**config.mk**
```make
export PLATFORM = sky130hd
export DESIGN_NAME = div_iter
export DESIGN_NICKNAME = d
export VERILOG_FILES = /design/src/rtl/div_iter.sv
export SDC_FILE = /design/constraint.sdc
export NUM_CORES = 1
export LEC_CHECK = 0
export CORE_MARGIN = 2
export CORE_UTILIZATION = 45
export DETAILED_ROUTE_END_ITERATION = 8
export HOLD_SLACK_MARGIN = 0.12
export PLACE_DENSITY_LB_ADDON = 0.08
export SLEW_MARGIN = 10
export SYNTH_ARGS = -nofsm -noshare
export SYNTH_HDL_FRONTEND = slang
export SYNTH_SLANG_ARGS = --single-unit
```
**constraint.sdc**
```tcl
create_clock -name div_clk -period 8.2 [get_ports div_clk]
set_input_delay 1.64 -clock div_clk [delete_from_list [all_inputs] [get_ports div_clk]]
set_output_delay 1.64 -clock div_clk [all_outputs]
set_load 0.01 [all_outputs]
```
**src/rtl/div_iter.sv**
```systemverilog
// Iterative 32-bit radix-2 restoring divider (signed/unsigned) with
// valid/ready handshakes on both sides: one quotient bit per cycle, 33-cycle latency.
module div_iter (
   input  logic        div_clk,
   input  logic        reset,
   input  logic        div_valid,
   output logic        div_ready,
   input  logic        div_signed,
   input  logic [31:0] x,
   input  logic [31:0] y,
   input  logic        div_flush,
   output logic        out_valid,
   input  logic        out_ready,
   output logic [31:0] quotient,
   output logic [31:0] remainder
);

   typedef enum logic [1:0] {IDLE, CALC, DONE} state_t;

   state_t      state_q, state_d;
   logic [4:0]  cnt_q, cnt_d;
   logic [31:0] a_q, a_d;      // dividend magnitude, quotient bits shift in at the LSB
   logic [31:0] b_q, b_d;      // divisor magnitude
   logic [31:0] rem_q, rem_d;  // partial remainder
   logic        qneg_q, qneg_d;
   logic        rneg_q, rneg_d;
   logic [31:0] quo_q, quo_d;
   logic [31:0] rmd_q, rmd_d;

   logic [32:0] shifted, diff;
   logic        qbit;
   logic [31:0] qmag, rmag;

   // The partial remainder is always below the divisor, so bit 32 of the
   // difference acts as the borrow of the 33-bit compare.
   always_comb begin
      shifted = {rem_q, a_q[31]};
      diff    = shifted - {1'b0, b_q};
      qbit    = ~diff[32];
      qmag    = {a_q[30:0], qbit};
      rmag    = qbit ? diff[31:0] : shifted[31:0];
   end

   always_comb begin
      state_d = state_q;
      cnt_d   = cnt_q;
      a_d     = a_q;
      b_d     = b_q;
      rem_d   = rem_q;
      qneg_d  = qneg_q;
      rneg_d  = rneg_q;
      quo_d   = quo_q;
      rmd_d   = rmd_q;
      case (state_q)
         IDLE: begin
            if (div_valid && !div_flush) begin
               state_d = CALC;
               a_d     = (div_signed && x[31]) ? -x : x;
               b_d     = (div_signed && y[31]) ? -y : y;
               qneg_d  = div_signed & (x[31] ^ y[31]);
               rneg_d  = div_signed & x[31];
               rem_d   = '0;
               cnt_d   = '0;
            end
         end
         CALC: begin
            a_d   = qmag;
            rem_d = rmag;
            cnt_d = cnt_q + 5'd1;
            if (cnt_q == 5'd31) begin
               state_d = DONE;
               // With a zero divisor every step subtracts nothing, so the
               // remainder already equals |x|; only the quotient is forced.
               quo_d   = (b_q == '0) ? '1 : (qneg_q ? -qmag : qmag);
               rmd_d   = rneg_q ? -rmag : rmag;
            end
         end
         DONE: begin
            if (out_ready) state_d = IDLE;
         end
         default: state_d = IDLE;
      endcase
      if (div_flush) begin
         state_d = IDLE;
         cnt_d   = '0;
      end
   end

   always_ff @(posedge div_clk or posedge reset) begin
      if (reset) begin
         state_q <= IDLE;
         cnt_q   <= '0;
         a_q     <= '0;
         b_q     <= '0;
         rem_q   <= '0;
         qneg_q  <= 1'b0;
         rneg_q  <= 1'b0;
         quo_q   <= '0;
         rmd_q   <= '0;
      end else begin
         state_q <= state_d;
         cnt_q   <= cnt_d;
         a_q     <= a_d;
         b_q     <= b_d;
         rem_q   <= rem_d;
         qneg_q  <= qneg_d;
         rneg_q  <= rneg_d;
         quo_q   <= quo_d;
         rmd_q   <= rmd_d;
      end
   end

   assign div_ready = (state_q == IDLE);
   assign out_valid = (state_q == DONE);
   assign quotient  = quo_q;
   assign remainder = rmd_q;

endmodule

```
# Word level (Yosys, flattened, before mapping)
# Index checks and enable logic that the tools add are counted.
# op_classes
add_sub_neg	6
eq_ne	7
mux	18
bitwise	4
reduce_logical	13
# op_table
operator	count
32-bit 2-to-1 mux	8
32-bit negator	4
32-bit one-hot mux with 2 select lines	2
33-bit by 32-bit subtractor with 33-bit output	1
32-bit zero test	1
5-bit 2-to-1 mux	2
5-bit one-hot mux with 2 select lines	1
2-bit 2-to-1 mux	4
2-bit AND reduction	4
2-bit one-hot mux with 3 select lines	1
5-bit by 1-bit adder with 5-bit output, second input constant	1
5-bit equality test, second input constant	1
1-bit logical AND	3
3-bit by 1-bit inequality test with 1-bit output, second input constant	1
3-bit by 2-bit inequality test with 1-bit output, second input constant	1
3-bit inequality test, second input constant	1
3-bit AND reduction	1
3-bit nonzero test	1
1-bit AND	2
2-bit by 1-bit equality test with 1-bit output, second input constant	1
2-bit equality test, second input constant	1
2-bit zero test	1
2-bit by 1-bit inequality test with 1-bit output, second input constant	1
2-bit nonzero test	1
other kinds (3)	3
# totals
register_bits	169
inputBits	70
out_inout_bits	66
word_cells	57

# Longest topological paths before layout
# Gate-level depths: netlist of the first run.
# depth
ltp_word	5
depth_mapped	24
ltp_nobuf	20

# Worst setup path before layout of the first run
# Ideal clock, no wire load.
# synth_path
kind	reg2reg
from	register a_q[31]
to	register quo_q[26] (netlist: quotient[26])
setup_ns	0.137
t_arrival_ns	5.147
setup_slack_ns	2.916
stages_incl_launch_ff	24
n_path_buf	4
synth_period_minus_slack_ns	5.284
path_cell_list	dfrtp_1 inv_1 ha_1 fa_1 nand2b_1 a21oi_2 o211ai_2 a2111oi_4 o21a_1 buf_4 nor2_8 inv_2 buf_6 buf_2 buf_1 ha_1 nand2b_1 or3_1 nand2b_1 nand2b_1 or4_1 o41ai_1 xor2_1 a21oi_1
# synth_via
elab_chain_cells	5
# synth_lines
element	line	source
from (decl)	22	logic [31:0] a_q, a_d;
from (signal assigned)	93	a_q <= '0;
from (signal assigned)	103	a_q <= a_d;
33-bit by 32-bit subtractor with 33-bit output	38	diff = shifted - {1'b0, b_q};
1-bit NOT	39	qbit = ~diff[32];
32-bit negator	74	quo_d = (b_q == '0) ? '1 : (qneg_q ? -qmag : qmag);
32-bit 2-to-1 mux (2 in a row)	74	
to (signal assigned)	108	quo_q <= quo_d;
to (decl)	27	logic [31:0] quo_q, quo_d;
# Every way passes these cells.
# A chain may end at the register's enable or synchronous reset.

# Final worst setup path of the first run
# layout_path
from	register a_q[31]
to	register rmd_q[28] (netlist: remainder[28])
# layout_via
elab_chain_cells	4
# layout_lines
element	line	source
33-bit by 32-bit subtractor with 33-bit output	38	
32-bit 2-to-1 mux (*)	41	rmag = qbit ? diff[31:0] : shifted[31:0];
32-bit negator	75	rmd_d = rneg_q ? -rmag : rmag;
32-bit 2-to-1 mux (*)	75	
to (signal assigned)	109	rmd_q <= rmd_d;
to (decl)	28	logic [31:0] rmd_q, rmd_d;
# Mark *: on every way between the ends. The rest lies on a longest branch, timed or not.

==> results.md, run 1 <==
* CTS tree: done
* Worst r2r src: a_q[31]
* CTS root buf: clkbuf_16
* RSZ-0062 raised after global routing: false
* Design Power at 4.48 mW
* Vias in the first global route at 10900
* Asr flop ratio synth at 1.00
* Setup Crit Path Kind: register to register
* Total track usage at 0.260
* Leakage at between 5 and 6 nW
* CTS max path bufs at 2
* Final min period at 6020 ps
* Final setup violating endpoints at 0
* Setup crit start: a_q[31]
* Synth Cell Area at 0.0123 mm2
* Simple-gate share of the synthesized area at 0.210
* Final WS setup at 2180 ps
* Tightest Hold Check Type: register to register
* DIE WIDTH at 169 um
* CP endpoint kind: register
* DRT iter0 DRCs at 908
* Clock Sinks at 169
* Tcrit/Tclk final at 0.734
* I/O pin count at approximately 140
* # Post-CTS Setup Buffers at 0
* Worst reg2reg setup slack at 2180 ps
* Cell row count at 60
* Status: complete, no violations
* Post-cts sizing count at 0
* Synth Warn # at 0
* CP Data Required Time at 8520 ps
* Die height at about 170 um
* Worst Tran Pin Value at between 1000 and 1500 ps
* Vias at 11700
* Mean Syn Cell Area at around 8.1 um2
* GRT overflow at 0
* Post-DP HPWL at approximately 28000 um
* WL/cell at 18.8 um
* Max-slew violations at 0
* Setup WS pre-CTS at ~2200 ps
* Sequential share of the synthesized area at 0.344
* Core box area at between 0.02 and 0.03 mm2
* Starting Density at 0.458
* Register-to-Register Path Depth at 19
* Pwr dens at 310 mW/mm2
* Clk_lat worst skew at 440 ps
* RR Endpoint: remainder[28]
* Nets at 1717
* Ant diodes at 0
* Largest family of logic cells by synthesized area: compound AO/OA/AOI/OAI gates
* Synth-to-Final Area Change at 17.4%
* F_max at between 150 and 200 MHz
* Number of max-cap violations at 0
* WL final at between 30000 and 40000 um
* CP Capture Point: remainder[28]
* #FFs+latches synth at 169
* Inserted Clock Buffers at 17
* Post-DRT Antenna Nets at 0
* Dpl cell area at 0.0139 mm2
* Adder-cell share of the synthesized area at 0.0403
* DRC violations left at 0
* Compound-gate portion of the synthesized area at 0.254
* Share of cells above drive strength 1 at 0.0500
* Clock-pin slew on the worst setup and hold paths at 80 ps
* Synth Net Count at 1637
* Cells after Synth at around 1500
* IO buf count at 135
* Initial antenna violation count at 0
* Crit-path max FO at just over 40
* Setup TNS at 0 ps
* XOR/XNOR Fraction of Synth Area at 0.0861
* Ys flop type: dfrtp_1
* CP Launch Type: register
* Pin count of the biggest net entering global routing at 98
* Vias per inst at 5.98
* Post-route design area at roughly 0.014 mm2
* Crit path DAT at around 6300 ps
* Worst vdd ir at 0.166 mV
* Slew HR at 0.237
* RD Place Congestion at 0.940
* Die area at 0.0287 mm2
* Mux contribution to synthesized area at 0.0218
* Hold Buf Count CTS at 0
* Final hold violation count at 0
* Hold_ws at 476 ps
* First-pass GRT wire length at 60000 um
* Pre-antenna DRT Iters at 5
* Post-synth cell types at 79
* EDFF count, synth at 0
* Final Skew at 18.2 ps
* Htree depth at 4
==> flip-flops by register name (all words and copies together) (netlist names) <==
register and flops:
rneg_q 1, b_q 32, cnt_q 5, remainder 32
qneg_q 1, rem_q 32, quotient 32, state_q 2
a_q 32
==> per-stage QoR <==
stage / util / cells
5_1_grt: 0.538 / 1962
3_5_place_dp: 0.516 / 1930
3_3_place_gp: 0.516 / 1930
2_1_floorplan: - / 1528
4_1_cts: 0.538 / 1962
6_report: 0.538 / 1962
==> Yosys cell counts, drive strengths merged (7+ instances only) <==
master  number  area, um2
a211oi      18        135
a21o        14        105
a21oi      127        651
a22oi       33        248
and2        10       62.6
and3         7       43.8
buf         21        108
clkbuf      65        244
dfrtp      169       4230
ha          38        475
inv         53        199
mux2i       20        200
nand2      152        571
nand2b      13       81.3
nand3       58        290
nand4       26        163
nor2       138        534
nor2b        8       50.1
nor3        40        211
nor4        30        194
o211ai      14        110
o21ai      191        956
o31ai       24        185
o41ai       10       95.1
or3         16        100
or4         14        105
xnor2       64        561
xor2        57        499
==> cell type report <==
cell class                 count  area [um2]
clock buffer                  18         439
multi-input combinational   1220        7560
clock inverter                14         154
timing repair buffer         147        1440
inverter                      53         204
tap                          341         427
fill                        2558       12400
sequential                   169        4230
==> worst max-delay path, cell delays in order, from the launching register on <==
cell and delay [ps]:
dfrtp_1 390, inv_1 70, ha_1 220, fa_1 420
nand2b_1 230, a21oi_2 270, o211ai_2 210, a2111oi_4 470
nor3_4 40, buf_4 220, nor2_8 460, inv_2 190
buf_4 320, a21oi_1 320, ha_1 330, nand3_1 110
or4_1 500, a2111oi_0 780, a31o_2 260, nand3_1 60
==> kinds of logic after synthesis <==
kind of cell	Yosys count
DFF	169
adders and majority gates	39
buffers and inverters	139
and+or+nand+nor	533
muxes	26
xor gates and xnor gates	121
AOI/OAI and AO/OA	501
==> metal layers <==
layer / global-route usage / vias up / part of all wire
met4: 0.0587 / 0 / 0.013
met2: 0.374 / 382 / 0.42
li1: - / 5734 / -
met3: 0.0308 / 31 / 0.052
met5: 0 / - / 0
met1: 0.414 / 5594 / 0.52
==> worst min-delay path by stage <==
stage	end	slack, ps	depth (start not counted)	start
4_1_cts	cnt_q[3]	480	1	cnt_q[3]
6_report	cnt_q[3]	480	1	cnt_q[3]
3_3_place_gp	remainder[11]	460	2	remainder[11]
3_5_place_dp	cnt_q[3]	470	1	cnt_q[3]
2_1_floorplan	cnt_q[3]	440	1	cnt_q[3]
5_1_grt	cnt_q[3]	500	1	cnt_q[3]
==> cell usage in the layout, fill, tap and decap left out, drive strengths merged, types with 16 or more instances in the layout <==
cell type	instances
o21ai	191
dfrtp	169
nand2	152
nor2	138
clkdlybuf4s50	135
a21oi	127
xnor2	64
inv	59
nand3	58
xor2	57
nor3	40
ha	38
a22oi	33
nor4	30
nand4	26
o31ai	24
mux2i	20
a211oi	18
clkbuf	18
or3	16
==> report_power, final <==
group / switching (mW) / leakage [nW] / internal [mW]
clock network: 0.404 / 0.281 / 0.416
logic: 1.61 / 3.39 / 0.891
registers: 0.204 / 2.23 / 0.958
Note: power is estimated with default switching activity, not from simulation.
==> run 2: changes to the inputs <==
clock period = 5 ns   (was 8.2 ns; I/O delays follow)
==> run 2 against run 1 <==
Against the previous run:
- flip-flop and latch count stayed put
- cell count rose by 1.8%
- worst setup slack lost 2000 ps
- largest power group unchanged
- worst hold slack improved by 4.0 ps
- critical endpoint unchanged
- sequential share of layout area is 0.76 points lower
- register-to-register slack got worse by 2000 ps
- routed wire length rose by 5.3%
- combinational power up 77%
- clock skew decreased by 2.9 ps
- highest routed layer unchanged
- global-route usage rose by 0.94 points
==> results.md, run 2 (same netlist as run 1, synthesis figures left out) <==
* Share of cells above drive strength 1 at 0.0761
* Final hold violation count at 0
* Crit-path max FO at 6
* Worst reg2reg setup slack at between 150 and 200 ps
* Clk_lat worst skew at 440 ps
* Core box area at 0.0269 mm2
* RR Endpoint: remainder[28]
* Dpl cell area at 0.0142 mm2
* DRT iter0 DRCs at 1060
* GRT overflow at 0
* Pwr dens at 522 mW/mm2
* WL final at 38900 um
* RSZ-0062 raised after global routing: false
* Max-slew violations at 0
* Inserted Clock Buffers at 17
* DIE WIDTH at 169 um
* I/O pin count at 136
* CP endpoint kind: register
* Synth-to-Final Area Change at 20.5%
* Final Skew at 15.2 ps
* Status: complete, no violations
* Die area at approximately 0.029 mm2
* Clock Sinks at 169
* Tcrit/Tclk final at 0.965
* First-pass GRT wire length at 61400 um
* Die height at between 150 and 200 um
* Number of max-cap violations at 0
* Setup Crit Path Kind: register to register
* Post-route design area at 0.0148 mm2
* F_max at 207 MHz
* Vias at around 12000
* Worst vdd ir at 0.360 mV
* Ant diodes at 0
* Slew HR at 0.288
* HP Start: remainder[23]
* Total track usage at 0.270
* Placed Instances at 1965
* CTS root buf: clkbuf_16
* FF+latch area at 0.00423 mm2
* RD Place Congestion at 0.902
* Pre-antenna DRT Iters at 5
* Leakage at 6.13 nW
* Post-DRT Antenna Nets at 0
* Area of the multi-input gates at roughly 0.0076 mm2
* IO buf count at 135
* Vias in the first global route at 11000
* Pin count of the biggest net entering global routing at 169
* Register-to-Register Path Depth at 20
* Most frequent cells in the layout: 187 x o21ai_0, 169 x dfrtp_1, 151 x nand2_1
* Starting Density at 0.458
* Final setup violating endpoints at 0
* Worst r2r src: a_q[31]
* Final min period at 4830 ps
* Design Power at 7.74 mW
* Crit path DAT at ~5200 ps
* Tightest Hold Check Type: register to register
* # Post-CTS Setup Buffers at 0
* Nets at 1752
* Cell row count at 60
* Post-DP HPWL at roughly 29000 um
* Worst Tran Pin Value at about 1100 ps
* Htree depth at 4
* Vias per inst at 6.01
* Hold_ws at 480 ps
* WHS Endpoint: remainder[23]
* Layout Cells excl Fill at ~2000
* Filler cell count at 2575
* DRC violations left at 0
* CTS max path bufs at 2
* CP Data Required Time at 5330 ps
* Hold Path Stages at 2
* Setup TNS at 0 ps
* CP Launch Type: register
* Initial antenna violation count at 0
* Clock-pin slew on the worst setup and hold paths at 80 ps
* CTS tree: done
* Most common cell after layout, fill and taps aside: o21ai_0
* WL/cell at 19.5 um
## run 2: cell types whose count changed in the layout (fill, tap and decap cells not counted), sizes merged
cell / delta
clkinvlp: -2
clkbuf: -1
clkinv: +1
bufinv: +2
buf: +35
## run 2: worst max-delay path by stage
stage	from	slack, ps	to	cells after the start
global placement	a_q[31]	10	remainder[28]	20
CTS	b_q[0]	30	remainder[28]	19
detailed placement	b_q[0]	-20	remainder[28]	19
finish	a_q[31]	170	remainder[28]	20
global route	a_q[31]	10	remainder[20]	20
floorplan	a_q[31]	20	quotient[28]	23
## run 2: layout make-up
cell class | instances | area share
Multi-Input combinational cell | 1220 | 0.514
Sequential cell | 169 | 0.285
Timing Repair Buffer | 182 | 0.116
Tap cell | 341 | 0.0288
Clock buffer | 17 | 0.0287
Clock inverter | 15 | 0.0139
Inverter | 53 | 0.0137
## run 2: layer usage
metal,track usage,share of wire
met1,0.413,0.50
met2,0.407,0.44
met3,0.0303,0.052
met4,0.0643,0.015
met5,0,0
## run 2: power breakdown
part           switching (mW)  internal, mW  total (mW)  leakage, nW
Combinational            2.80          1.62        4.42         3.59
Sequential              0.309          1.57        1.88         2.23
Clock                   0.673         0.771        1.44        0.309
Total                    3.78          3.96        7.74         6.13
## run 2: worst max-delay path, cell delays in order, from the launching register on
cell and delay, ps:
dfrtp_1 380, inv_1 60, ha_1 230, fa_1 420, nand2b_4 190, a21oi_4 190
o211ai_4 140, a2111oi_4 460, o21a_2 270, nor2_8 60, inv_2 110, nor2_1 70
a21oi_2 160, ha_1 250, buf_4 160, nand3_1 80, or4_1 590, a2111oi_1 500
buf_4 190, a31o_2 150, nand3_1 60
## run 2: repair_timing
item | CTS | global route
resized for setup | 1 | 9
endpoints found under the setup margin | 1 | 13
pin swaps | 0 | 2
hold buffers | 0 | 0
## run 2: per-stage QoR
step	utilization	setup slack [ps]
6_report	0.552	175
5_1_grt	0.552	10.8
4_1_cts	0.551	26.2
3_5_place_dp	0.527	-20.8
3_3_place_gp	0.527	12.7
2_1_floorplan	-	20.7
